`src/rtl/sys_ctrl_burst.sv`:
```
// sys_ctrl_burst: UART command decoder driving register file, ALU and TX FIFO.
// Define SYS_CTRL_BURST_CMD_EN to decode the 0xEE/0xFF burst commands.
module sys_ctrl_burst #(
    parameter int DATA_WIDTH     = 8,
    parameter int ADDR_WIDTH     = 4,
    parameter int FUN_WIDTH      = 4,
    parameter int TIMEOUT_CYCLES = 4096
) (
    input  logic                    REF_CLK,
    input  logic                    RST_N,
    input  logic [DATA_WIDTH-1:0]   RX_P_DATA,
    input  logic                    RX_D_VLD,
    output logic [DATA_WIDTH-1:0]   TX_P_DATA,
    output logic                    TX_D_VLD,
    input  logic                    FIFO_FULL,
    output logic                    WrEn,
    output logic                    RdEn,
    output logic [ADDR_WIDTH-1:0]   Address,
    output logic [DATA_WIDTH-1:0]   WrData,
    input  logic [DATA_WIDTH-1:0]   RdData,
    input  logic                    RdData_Valid,
    output logic                    ALU_EN,
    output logic [FUN_WIDTH-1:0]    ALU_FUN,
    output logic                    CLK_GATE_EN,
    input  logic [2*DATA_WIDTH-1:0] ALU_OUT,
    input  logic                    ALU_OUT_VLD,
    output logic                    CMD_ERR
);

    localparam int TW = $clog2(TIMEOUT_CYCLES + 1);

    localparam logic [2:0] C_WR  = 3'd0;
    localparam logic [2:0] C_RD  = 3'd1;
    localparam logic [2:0] C_ALU = 3'd2;
`ifdef SYS_CTRL_BURST_CMD_EN
    localparam logic [2:0] C_BW  = 3'd3;
    localparam logic [2:0] C_BR  = 3'd4;
`endif

    typedef enum logic [3:0] {
        IDLE, GET_ADDR, GET_LEN, GET_DATA, GET_OPA, GET_OPB,
        GET_FUN, RD_REQ, RD_WAIT, ALU_REQ, ALU_WAIT, TX_PUSH
    } state_e;

    state_e state_q, state_d;

    logic [2:0]              cmd_q, cmd_d, cmd_new;
    logic                    cmd_hit;
    logic [ADDR_WIDTH-1:0]   ptr_q, ptr_d;
    logic [2*DATA_WIDTH-1:0] res_q, res_d;
    logic                    frame_q, frame_d;
    logic [TW-1:0]           tmo_q, tmo_d;
    logic                    in_get, tmo_hit, more_data, more_rd;

    logic                    wr_en_q, wr_en_d;
    logic                    rd_en_q, rd_en_d;
    logic                    alu_en_q, alu_en_d;
    logic                    tx_vld_q, tx_vld_d;
    logic                    err_q, err_d;
    logic                    gate_q, gate_d;
    logic [ADDR_WIDTH-1:0]   addr_q, addr_d;
    logic [DATA_WIDTH-1:0]   wr_data_q, wr_data_d;
    logic [FUN_WIDTH-1:0]    alu_fun_q, alu_fun_d;
    logic [DATA_WIDTH-1:0]   tx_data_q, tx_data_d;

`ifdef SYS_CTRL_BURST_CMD_EN
    logic [DATA_WIDTH-1:0]   len_q, len_d;

    // len_q counts bytes still outstanding, including the current one
    assign more_data = (cmd_q == C_BW) && (len_q != DATA_WIDTH'(1));
    assign more_rd   = (cmd_q == C_BR) && (len_q != DATA_WIDTH'(1));
`else
    assign more_data = 1'b0;
    assign more_rd   = 1'b0;
`endif

    assign in_get = (state_q == GET_ADDR) || (state_q == GET_LEN) ||
                    (state_q == GET_DATA) || (state_q == GET_OPA) ||
                    (state_q == GET_OPB)  || (state_q == GET_FUN);

    assign tmo_hit = in_get && !RX_D_VLD &&
                     (tmo_q == TW'(TIMEOUT_CYCLES - 1));

    always_comb begin
        cmd_hit = 1'b1;
        cmd_new = C_WR;
        case (RX_P_DATA)
            DATA_WIDTH'(8'hAA): cmd_new = C_WR;
            DATA_WIDTH'(8'hBB): cmd_new = C_RD;
            DATA_WIDTH'(8'hCC): cmd_new = C_ALU;
            DATA_WIDTH'(8'hDD): cmd_new = C_ALU;
`ifdef SYS_CTRL_BURST_CMD_EN
            DATA_WIDTH'(8'hEE): cmd_new = C_BW;
            DATA_WIDTH'(8'hFF): cmd_new = C_BR;
`endif
            default:            cmd_hit = 1'b0;
        endcase
    end

    always_ff @(posedge REF_CLK or negedge RST_N) begin
        if (!RST_N) begin
            state_q   <= IDLE;
            cmd_q     <= C_WR;
            ptr_q     <= '0;
            res_q     <= '0;
            frame_q   <= 1'b0;
            tmo_q     <= '0;
            wr_en_q   <= 1'b0;
            rd_en_q   <= 1'b0;
            alu_en_q  <= 1'b0;
            tx_vld_q  <= 1'b0;
            err_q     <= 1'b0;
            gate_q    <= 1'b0;
            addr_q    <= '0;
            wr_data_q <= '0;
            alu_fun_q <= '0;
            tx_data_q <= '0;
`ifdef SYS_CTRL_BURST_CMD_EN
            len_q     <= '0;
`endif
        end else begin
            state_q   <= state_d;
            cmd_q     <= cmd_d;
            ptr_q     <= ptr_d;
            res_q     <= res_d;
            frame_q   <= frame_d;
            tmo_q     <= tmo_d;
            wr_en_q   <= wr_en_d;
            rd_en_q   <= rd_en_d;
            alu_en_q  <= alu_en_d;
            tx_vld_q  <= tx_vld_d;
            err_q     <= err_d;
            gate_q    <= gate_d;
            addr_q    <= addr_d;
            wr_data_q <= wr_data_d;
            alu_fun_q <= alu_fun_d;
            tx_data_q <= tx_data_d;
`ifdef SYS_CTRL_BURST_CMD_EN
            len_q     <= len_d;
`endif
        end
    end

    always_comb begin
        state_d = state_q;
        case (state_q)
            IDLE: begin
                if (RX_D_VLD && cmd_hit) begin
                    if (RX_P_DATA == DATA_WIDTH'(8'hCC))
                        state_d = GET_OPA;
                    else if (RX_P_DATA == DATA_WIDTH'(8'hDD))
                        state_d = GET_FUN;
                    else
                        state_d = GET_ADDR;
                end
            end
            GET_ADDR: begin
                if (RX_D_VLD) begin
                    if (cmd_q == C_WR)
                        state_d = GET_DATA;
`ifdef SYS_CTRL_BURST_CMD_EN
                    else if (cmd_q != C_RD)
                        state_d = GET_LEN;
`endif
                    else
                        state_d = RD_REQ;
                end
            end
`ifdef SYS_CTRL_BURST_CMD_EN
            GET_LEN: begin
                if (RX_D_VLD) begin
                    if (RX_P_DATA == '0)
                        state_d = IDLE;
                    else if (cmd_q == C_BW)
                        state_d = GET_DATA;
                    else
                        state_d = RD_REQ;
                end
            end
`endif
            GET_DATA: if (RX_D_VLD && !more_data) state_d = IDLE;
            GET_OPA:  if (RX_D_VLD) state_d = GET_OPB;
            GET_OPB:  if (RX_D_VLD) state_d = GET_FUN;
            GET_FUN:  if (RX_D_VLD) state_d = ALU_REQ;
            RD_REQ, RD_WAIT:
                state_d = RdData_Valid ? TX_PUSH : RD_WAIT;
            ALU_REQ, ALU_WAIT:
                state_d = ALU_OUT_VLD ? TX_PUSH : ALU_WAIT;
            TX_PUSH: begin
                if (!FIFO_FULL) begin
                    if (cmd_q == C_ALU && !frame_q)
                        state_d = TX_PUSH;
                    else if (more_rd)
                        state_d = RD_REQ;
                    else
                        state_d = IDLE;
                end
            end
            default: state_d = IDLE;
        endcase
        if (tmo_hit)
            state_d = IDLE;
    end

    always_comb begin
        cmd_d     = cmd_q;
        ptr_d     = ptr_q;
        res_d     = res_q;
        frame_d   = frame_q;
        tmo_d     = '0;
        wr_en_d   = 1'b0;
        tx_vld_d  = 1'b0;
        err_d     = 1'b0;
        addr_d    = addr_q;
        wr_data_d = wr_data_q;
        alu_fun_d = alu_fun_q;
        tx_data_d = tx_data_q;
`ifdef SYS_CTRL_BURST_CMD_EN
        len_d     = len_q;
`endif
        if (in_get && !RX_D_VLD)
            tmo_d = tmo_q + TW'(1);
        case (state_q)
            IDLE: begin
                if (RX_D_VLD) begin
                    if (cmd_hit) cmd_d = cmd_new;
                    else         err_d = 1'b1;
                end
            end
            GET_ADDR: if (RX_D_VLD) ptr_d = RX_P_DATA[ADDR_WIDTH-1:0];
`ifdef SYS_CTRL_BURST_CMD_EN
            GET_LEN:  if (RX_D_VLD) len_d = RX_P_DATA;
`endif
            GET_DATA: begin
                if (RX_D_VLD) begin
                    wr_en_d   = 1'b1;
                    addr_d    = ptr_q;
                    wr_data_d = RX_P_DATA;
                    ptr_d     = ptr_q + ADDR_WIDTH'(1);
`ifdef SYS_CTRL_BURST_CMD_EN
                    len_d     = len_q - DATA_WIDTH'(1);
`endif
                end
            end
            GET_OPA, GET_OPB: begin
                if (RX_D_VLD) begin
                    wr_en_d   = 1'b1;
                    addr_d    = (state_q == GET_OPB) ? ADDR_WIDTH'(1) : '0;
                    wr_data_d = RX_P_DATA;
                end
            end
            GET_FUN: if (RX_D_VLD) alu_fun_d = RX_P_DATA[FUN_WIDTH-1:0];
            RD_REQ, RD_WAIT: begin
                err_d = RX_D_VLD;
                if (RdData_Valid)
                    res_d = {{DATA_WIDTH{1'b0}}, RdData};
            end
            ALU_REQ, ALU_WAIT: begin
                err_d   = RX_D_VLD;
                frame_d = 1'b0;
                if (ALU_OUT_VLD)
                    res_d = ALU_OUT;
            end
            TX_PUSH: begin
                err_d = RX_D_VLD;
                if (!FIFO_FULL) begin
                    tx_vld_d  = 1'b1;
                    tx_data_d = res_q[DATA_WIDTH-1:0];
                    res_d     = res_q >> DATA_WIDTH;
                    frame_d   = 1'b1;
                    if (more_rd) begin
                        ptr_d = ptr_q + ADDR_WIDTH'(1);
`ifdef SYS_CTRL_BURST_CMD_EN
                        len_d = len_q - DATA_WIDTH'(1);
`endif
                    end
                end
            end
            default: ;
        endcase
        // every read issue points Address at the pointer it is about to use
        if (state_d == RD_REQ)
            addr_d = ptr_d;
        if (tmo_hit)
            err_d = 1'b1;
    end

    assign rd_en_d  = (state_d == RD_REQ);
    assign alu_en_d = (state_d == ALU_REQ);
    assign gate_d   = (cmd_d == C_ALU) && (state_d != IDLE);

    assign TX_P_DATA   = tx_data_q;
    assign TX_D_VLD    = tx_vld_q;
    assign WrEn        = wr_en_q;
    assign RdEn        = rd_en_q;
    assign Address     = addr_q;
    assign WrData      = wr_data_q;
    assign ALU_EN      = alu_en_q;
    assign ALU_FUN     = alu_fun_q;
    assign CLK_GATE_EN = gate_q;
    assign CMD_ERR     = err_q;

endmodule

```
`config.mk`:
```
export PLATFORM = sky130hd
export DESIGN_NAME = sys_ctrl_burst
export DESIGN_NICKNAME = d
export VERILOG_FILES = /design/src/rtl/sys_ctrl_burst.sv
export SDC_FILE = /design/constraint.sdc
export NUM_CORES = 1
export LEC_CHECK = 0
export ABC_AREA = 1
export BUFFER_PORTS_ARGS = -buffer_cell sky130_fd_sc_hd__clkbuf_2
export CAP_MARGIN = 20
export CORE_ASPECT_RATIO = 1.75
export CORE_MARGIN = 4
export CORE_UTILIZATION = 50
export DETAILED_ROUTE_END_ITERATION = 10
export GPL_TIMING_DRIVEN = 0
export PLACE_DENSITY_LB_ADDON = 0.12
export SLEW_MARGIN = 30
export SYNTH_ARGS = -nofsm -noshare
export SYNTH_HDL_FRONTEND = slang
export SYNTH_SLANG_ARGS = --single-unit
```
`constraint.sdc`:
```
create_clock -name REF_CLK -period 3.9 [get_ports REF_CLK]
set_input_delay 0.585 -clock REF_CLK [delete_from_list [all_inputs] [get_ports REF_CLK]]
set_output_delay 0.585 -clock REF_CLK [all_outputs]
set_load 0.01 [all_outputs]
```
Yosys cells after proc, flatten, opt, wreduce, memory -nomap -nowiden --
Index checks and enable logic that the tools add are counted.
Word-level totals: output and inout bits 30, register bits 71, input port bits 38, logic and storage cells 118
Cells by class: bitwise logic cells 1, add/subtract/negate cells 2, reduce and logical (&&, ||, !) cells 31, muxes and demuxes 43, eq/ne operators 25
Operator list (number):
- two-way mux 4 bit | 14
- two-way mux 16 bit | 3
- case mux 16 bit (3 select lines) | 1
- case mux 4 bit (9 select lines) | 1
- equality test 8 bit (second input constant) | 4
- equality test 4 x 3 -> 1 bit (second input constant) | 5
- equality test 4 bit (second input constant) | 5
- two-way mux 3 bit | 6
- case mux 4 bit (2 select lines) | 2
- adder 13 x 1 -> 13 bit (second input constant) | 1
- equality test 13 x 12 -> 1 bit (second input constant) | 1
- two-way mux 13 bit | 1
- two-way mux 1 bit | 11
- equality test 4 x 2 -> 1 bit (second input constant) | 2
- AND reduction 2 bit | 4
- OR reduction 2 bit | 4
- equality test 3 x 2 -> 1 bit (second input constant) | 2
- != test 2 bit (second input constant) | 3
- != test 3 bit (second input constant) | 2
- nonzero test 3 bit | 2
- logical AND 1 bit | 5
- logical OR 1 bit | 5
- OR reduction 5 bit | 1
- adder 4 x 1 -> 4 bit (second input constant) | 1
- other kinds (14) | 16

Logic depth before layout (Yosys ltp) --
Gate-level depths: netlist (run 1).
word-level depth 12, depth in mapped cells 12, depth with buffers taken out 12

Worst setup path after synthesis (run 1) --
No wires, ideal clock.
path type reg2reg, start register state_q[2], end register res_q[4], period minus slack after synthesis 1.542 ns, path slack 2.358 ns, setup time 0.128 ns, arrival 1.414 ns, buffers on the path 1, required time 3.772 ns, stages on the path, launching flop included 10, cell sequence dfrtp_1 nor2_4 nand2_4 nor2_4 inv_2 o22ai_4 nor2_4 buf_6 nor2_1 a31oi_1
Between the ends: cells in the longest elaborated chain, start to end 4, elaborated cells between the ends (all ways) 13, those cells by class eq/ne: 8; mux: 1; reduce/logical: 4
RTL lines:
- start: declaration | line 45 | state_e state_q, state_d;
- start signal: assignment | line 122 | state_q <= state_d;
- equality test 4 bit / equality test 4 x 3 -> 1 bit (equally long branches) | line 223 | case (state_q)
- OR reduction 2 bit
- != test 2 bit (no line) / nonzero test 3 bit (equally long branches)
- AND reduction 4 bit (no line)
- end signal: assignment | line 125 | res_q <= res_d;
- end: declaration | line 50 | logic [2*DATA_WIDTH-1:0] res_q, res_d;
Parallel ways exist; a longest one is shown, timed or not. A chain may end at the register's enable or synchronous reset.

Final worst setup path (run 1) --
start register state_q[0], end register res_q[4]
Same word-level chain as after synthesis.

==> results of run 1 <==
-- metrics by stage --
| stage | area [sq um] | util | hold WS [ps] | cells |
|---|---|---|---|---|
| final | 4160 | 0.631 | 183 | 583 |
| after global routing | 4160 | 0.631 | 212 | 583 |
| after detailed placement | 3870 | 0.587 | 457 | 567 |
| after CTS | 4160 | 0.631 | 194 | 583 |
| after global placement | 3840 | 0.582 | 444 | 566 |
| after floorplan | 3400 | - | 289 | 417 |
-- layout make-up --
type,count,share of cell area
buffer,7,0.0108
clock buffer,11,0.0560
clock inverter,5,0.0141
inverter,51,0.0460
multi-input combinational,288,0.333
sequential,71,0.427
tap,82,0.0247
timing repair buffer,68,0.0879
-- power groups by stage --
stage | Sequential, W | Clock [W] | Combinational, W
3_3_place_gp | 0.00112 | 0 | 0.000875
3_5_place_dp | 0.00113 | 0 | 0.000902
4_1_cts | 0.00112 | 0.000812 | 0.000908
2_1_floorplan | 0.00116 | 0 | 0.000541
5_1_grt | 0.00115 | 0.000844 | 0.00102
6_report | 0.00112 | 0.000799 | 0.000894
-- per-layer routing --
layer | track usage | up-vias
met5 | 0 | -
met4 | 0.111 | 0
met3 | 0.0573 | 23
met2 | 0.412 | 91
met1 | 0.232 | 1374
li1 | - | 1512
-- path summary, 6_finish.rpt --
kind	from	slack, ps	depth (start not counted)	to
max in group asynchronous	RST_N	3160	2	CLK_GATE_EN
min in group REF_CLK	tmo_q[0]	460	1	tmo_q[0]
max	state_q[0]	2070	10	res_q[4]
max reg2reg	state_q[0]	2070	10	res_q[4]
min reg2reg	tmo_q[0]	460	1	tmo_q[0]
min	RST_N	180	1	WrData[3]
-- flip-flops by register name, indices dropped and copies added, names as in the netlist --
name / cells
ALU_EN: 1
ALU_FUN: 4
Address: 4
CLK_GATE_EN: 1
CMD_ERR: 1
RdEn: 1
TX_D_VLD: 1
TX_P_DATA: 8
WrData: 8
WrEn: 1
cmd_q: 3
frame_q: 1
ptr_q: 4
res_q: 16
state_q: 4
tmo_q: 13
-- synth_stat cells (4+ instances only) --
cell type  instances
nor2_1            47
a21oi_1           11
nand2_1          118
inv_2              9
nand4_1            4
dfrtp_1           71
a31oi_1            8
nor2_4             4
a22oi_1            8
nand3_1           34
inv_1             42
o21ai_0           29
o211ai_1           5
-- cell families after synthesis --
kind of cell	count (synthesis)	synth area share
buffers and inverters	58	0.0696
flip-flops	71	0.523
XOR/XNOR	1	0.00258
AND/OR/NAND/NOR	215	0.268
AO/OA/AOI/OAI	70	0.129
adder cells (fa/ha/maj)	2	0.00736
-- worst max-delay path: stages (launching register included) --
cell	delay, ps
dfrtp_1	450
nor2_2	100
inv_2	90
nand2_4	100
nor2_4	230
inv_2	100
o22ai_4	260
nor2_4	90
buf_6	160
nor2_1	80
a31oi_1	50
-- layout by cell type (no fill, tap or decap), drive strengths merged, types with 2 or more instances in the layout --
master    instances
nand2           122
clkbuf           79
dfrtp            71
nor2             53
inv              51
nand3            34
o21ai            32
a21oi            11
a22oi             8
a31oi             8
buf               7
o211ai            5
nand4             4
nor3              2
o221a             2
ha                2
clkinvlp          2
clkinv            2
==> results.md, run 1 <==
- Run status: completed
- Ranking of synthesized cells by area: dfrtp_1, nand2_1, nor2_1
- Unique masters post-synth: 30
- Tmin final: between 1500 and 2000 ps
- Final worst setup slack: roughly 2100 ps
- Hold crit path type: primary input to async pin
- DIE HEIGHT: 117 um
- Syn_area_per_cell: 8.15 sq um
- Clk buf depth: 2
- Ant. Diodes: 0
- Residual DRC: 0
- Wire length on met1: 2980 um
- Largest net degree at the start of global routing: 48
- Setup violators final: 0
- Primary FF master, synth: dfrtp_1
- Initial antenna violation count: 0
- Synth area leader: dfrtp_1
- Initial DRC Count: 207
- Critical path launch point type: flop
- Cells after Synth: around 420
- Drt pass-1 iters: 4
- Max Cap Viol: 0
- Setup Fix Bufs, Post-CTS: 0
- Tcrit/Tclk final: 0.469
- Num rows: 39
- # hold bufs at CTS: 0
- Asr flop ratio synth: 1.00
- Internal power: ~0.0018 W
- Met3 wire length: 472 um
- Slew Limit Fails: 0
- CTS tree: done
- PortBufs: 67
- Total gr overflow: 0
- DIE WIDTH: ~70 um
- Least-Margin Pin Slew: 427 ps
- Setup TNS: 0 ps
- Maximum vdd drop: between 0.3 and 0.4 mV
- Yosys top cell area share: 0.523
- F_max: 0.547 GHz
- #FFs+latches synth: between 70 and 80
- Vias in the first global route: 3131
- Share of cells above drive strength 1: 0.220
- P_sw: 0.00101 W
- Mapped Area: 3400 sq um
- Yosys warns: 0
- Worst Path Required: 4120 ps
- Initial Util: 0.516
- Multi-input logic area: about 1400 sq um
- Top sig layer: met4
- Slew margin rel.: 0.715
- Final ANT Viol Nets: 0
- Switching part of the total: 0.360
- H-tree depth: 3
- Total CTS buffers: 9
- Final Hold Fails: 0
- PD cells: 676 nW/um^2
- Arrival time at the worst endpoint: 2040 ps
- Comb pwr share: 0.318
- Gpl congestion: 0.871
- Routed Wire Length: ~8100 um
- Synth Net Count: 457
- Register Area: 1780 sq um
- Vias: 3000
- Vias per inst: 5.15
- Area grow syn2layout: 22.3%
- Routed wl met2: ~4300 um
- Crit path kind: flop to flop
- Routed len/inst: 13.9 um
- CTS resizes: 0
- Layout Nets: between 500 and 600
- Post-synth EDFFs: 0
- Clk_lat worst skew: 330 ps
- Core Region: 6590 sq um
- Ports: 68
- Sequential Power Share: 0.398
- Root Buffer: clkbuf_16
- First-pass GRT wire length: 14300 um
- CP Capture Type: flop
- Final Skew: 3.86 ps
- Clock tree sinks: about 70
- Clock power frac: 0.284
- GRT Overall Usage: 0.223
- Dpl ws: 1980 ps
- Hpwl dp: between 6000 and 7000 um
- Max Fanout on Critical Path: 10
- Die Area: a little over 8000 sq um
- RSZ-0062 raised after global routing: no
- Fill count: 622
- Worst-path clk slew: 60 ps
- Pleak: 2.26 nW
- Design Power: 0.00281 W
- Sequential area share after synthesis: 0.523
(Power assumes the default switching activity.)
==> run 2, diff against run 1 <==
- ABC_AREA: 1 -> 0
- clock period: 3.9 -> 1.6 ns (I/O delays scaled with it)
==> results.md, run 2 <==
- CP Buf/Inv Count: 2 (was 3)
- Primary FF master, synth: dfrtp_1 (unchanged)
- Clock power frac: 0.245 (was 0.284)
- Most common cell after layout, fill and taps aside: dfrtp_1 (was nand2_1)
- Register Area: 1780 sq um (about the same)
- Final Hold Fails: 0 (unchanged)
- Layout Nets: 523 (was 536)
- Number of flip-flops in the largest register: 16 (unchanged)
- Hold WS: 123 ps (was 183 ps)
- Asr flop ratio synth: 1.00 (unchanged)
- Multi-input logic area: 1950 sq um (was 1390 sq um)
- DIE HEIGHT: 121 um (was 117 um)
- Vias per inst: 5.53 (was 5.15)
- Syn_area_per_cell: 9.96 sq um (was 8.15 sq um)
- Clk buf depth: 2 (unchanged)
- Sequential Power Share: 0.297 (was 0.398)
- CP cell instances: buf_2 -> nor2b_1 -> buf_4 -> a22oi_1 -> mux2i_1 -> o31a_2 -> o311a_1 (was nor2_2 -> inv_2 -> nand2_4 -> nor2_4 -> inv_2 -> o22ai_4 -> nor2_4 -> buf_6 -> nor2_1 -> a31oi_1)
- Initial antenna violation count: 0 (unchanged)
- Largest stage delay, worst path: 370 ps (was 450 ps)
- Root Buffer: clkbuf_16 (unchanged)
- First-pass GRT wire length: 15500 um (was 14300 um)
- GRT Overall Usage: 0.230 (was 0.223)
- Initial DRC Count: 162 (was 207)
- Final worst setup slack: -304 ps (was 2070 ps)
- PD cells: 1830 nW/um^2 (was 676 nW/um^2)
- RSZ-0062 raised after global routing: yes (was no)
- Dpl ws: -406 ps (was 1980 ps)
- Layout Cells excl Fill: 574 (was 583)
- Mapped Area: 3660 sq um (was 3400 sq um)
- Max Cap Viol: 0 (unchanged)
- Yosys top cell area share: 0.485 (was 0.523)
- Top reg by flops: res_q (unchanged)
- Final Skew: 4.25 ps (was 3.86 ps)
- CTS tree: done (unchanged)
- Worst reg-to-reg setup slack: -300 ps (was 2070 ps)
- Synth top cells by count: dfrtp_1, nand2_1, mux2_2, o21ai_0, nor2_1 (was nand2_1, dfrtp_1, nor2_1, inv_1, nand3_1)
- #FFs+latches synth: 71 (unchanged)
- Post-layout util: 0.717 (was 0.631)
- Worst Path Required: 1820 ps (was 4120 ps)
- Comb pwr share: 0.459 (was 0.318)
- Arrival time at the worst endpoint: 2130 ps (was 2040 ps)
- Unique masters post-synth: 60 (was 30)
- Worst-path clk slew: 60 ps (about the same)
- CP max stage cell: dfrtp_1 (unchanged)
- CP Capture Type: flop (unchanged)
- Post-synth EDFFs: 0 (unchanged)
- Crit path kind: flop to flop (unchanged)
- Clock tree sinks: 71 (unchanged)
- Critical path launch point type: flop (unchanged)
- Gpl congestion: 0.890 (was 0.871)
- Failing checks: negative setup slack
- Core Region: 7180 sq um (was 6590 sq um)
- P_sw: 0.00321 W (was 0.00101 W)
- Final Cell Area: 5150 sq um (was 4160 sq um)
- Vias: 3176 (was 3000)
- Delay-heaviest family, CP: compound AO/OA/AOI/OAI gates (was simple AND/OR/NAND/NOR gates)
- Cells after Synth: 368 (was 417)
- Clk_lat worst skew: 340 ps (was 330 ps)
- Slew Limit Fails: 0 (unchanged)
- Least-Margin Pin Slew: 565 ps (was 427 ps)
- Top flop regs: res_q: 16 flops, tmo_q: 13 flops (unchanged)
- Routed Wire Length: 9650 um (was 8080 um)
- Die Area: 8810 sq um (was 8230 sq um)
- DIE WIDTH: 72.7 um (was 70.3 um)
- Ports: 68 (unchanged)
- Tmin final: 1900 ps (was 1830 ps)
- Maximum vdd drop: 1.27 mV (was 0.371 mV)
- Total gr overflow: 0 (unchanged)
- Hold crit path type: primary input to flop (was primary input to async pin)
- Tcrit/Tclk final: 1.19 (was 0.469)
- Internal power: 0.00624 W (was 0.00180 W)
- F_max: 0.525 GHz (was 0.547 GHz)
- Fill count: 544 (was 622)
- Num rows: 41 (was 39)
- Residual DRC: 0 (unchanged)
- Total CTS buffers: 9 (unchanged)
- Switching part of the total: 0.339 (was 0.360)
- Sequential area share after synthesis: 0.485 (was 0.523)
- Synth Net Count: 408 (was 457)
- Routed len/inst: 16.8 um (was 13.9 um)
- Synth area leader: dfrtp_1 (unchanged)
- Slew margin rel.: 0.618 (was 0.715)
- Largest net degree at the start of global routing: 42 (was 48)
- Setup violators final: 34 (was 0)
- Yosys warns: 0 (unchanged)
- PortBufs: 66 (was 67)
- Most frequent cell after synthesis: dfrtp_1 (was nand2_1)
- Placed inst area: 4210 sq um (was 3870 sq um)
- Ant. Diodes: 0 (unchanged)
- Most frequent cells in the layout: dfrtp_1, clkbuf_2, nand2_1, buf_4, buf_6 (was nand2_1, dfrtp_1, clkbuf_2, nor2_1, inv_1)
- Share of cells above drive strength 1: 0.434 (was 0.220)
- Final ANT Viol Nets: 0 (unchanged)
- Hpwl dp: 6390 um (was 6300 um)
- Ranking of synthesized cells by area: dfrtp_1, mux2_2, nand2_1 (was dfrtp_1, nand2_1, nor2_1)
- Placed insts: 521 (was 567)
- Run status: finished with violations (was completed)
- Max Fanout on Critical Path: 8 (was 10)
- Pleak: 2.51 nW (was 2.26 nW)
- Vias in the first global route: 3253 (was 3131)
- Area grow syn2layout: 40.6% (was 22.3%)
- Initial Util: 0.510 (was 0.516)
- Drt pass-1 iters: 4 (unchanged)
- H-tree depth: 3 (unchanged)
==> run 2: cell count changes in the layout (fill, tap and decap cells not counted), moves of 10 or more <==
cell	change
o21ai_0	-14
nor2_1	-29
mux2i_1	+10
inv_1	-27
nand3_1	-27
mux2_2	+18
buf_6	+17
buf_4	+26
nand2_1	-63
mux2_4	+10
==> run 2: worst paths after layout <==
check / startpoint / endpoint / depth (start not counted)
min in group asynchronous: RST_N / res_q[15] / 2
max in group asynchronous: RST_N / state_q[0] / 3
worst max-delay path: state_q[2] / CLK_GATE_EN / 7
worst min register to register: res_q[5] / TX_P_DATA[5] / 2
worst min-delay path: ALU_OUT[15] / res_q[15] / 3
worst max register to register: state_q[2] / CLK_GATE_EN / 7
==> run 2: what timing repair did <==
action,CTS,global route
gates resized for setup,45,43
endpoints found under the hold margin,30,0
pin swaps,5,11
endpoints found under the setup margin,59,59
hold buffers,1,0
setup buffers,13,25
cloned,3,1
==> run 2: routing by layer <==
metal,routed length [um],vias up,global-route usage
met5,0,-,0
met4,314,0,0.121
met3,547,22,0.0605
met2,5090,102,0.386
met1,3700,1537,0.262
li1,-,1515,-
==> run 2: cells by family (layout without fill, tap and decap cells) <==
group	count (synthesis)	in the layout	synth area share
AOI/OAI and AO/OA	72	72	0.134
xor gates and xnor gates	14	14	0.0335
adders and majority gates	3	3	0.00990
buffers and inverters	38	158	0.0478
DFF	71	71	0.485
muxes	38	38	0.113
and+or+nand+nor	132	132	0.177
==> run 2: through the flow <==
stage               TNS (ps)  power [W]
floorplan               -446    0.00498
global placement      -28870    0.00582
detailed placement    -13380    0.00591
CTS                    -3950    0.00874
global route           -6320    0.00998
finish                 -4480    0.00945
==> run 2: cell type report <==
class                           instances  area share
Multi-Input combinational cell        259       0.379
Timing Repair Buffer                  107       0.140
Clock inverter                          6      0.0209
Sequential cell                        71       0.345
Inverter                               18      0.0143
Clock buffer                           10      0.0464
Tap cell                               86      0.0209
Timing Repair inverter                  1     0.00121
Buffer                                 16      0.0323
==> run 2: tightest hold or removal path, cell delays in order <==
cell and delay [ps]:
clkbuf_2 80, nand2_1 50, mux2i_1 50
==> run 2: power groups by stage <==
stage	combinational, W	sequential, W	clock (W)
finish	0.00434	0.00280	0.00231
global route	0.00467	0.00288	0.00242
CTS	0.00364	0.00276	0.00233
detailed placement	0.00313	0.00277	0
global placement	0.00307	0.00275	0
floorplan	0.00213	0.00284	0
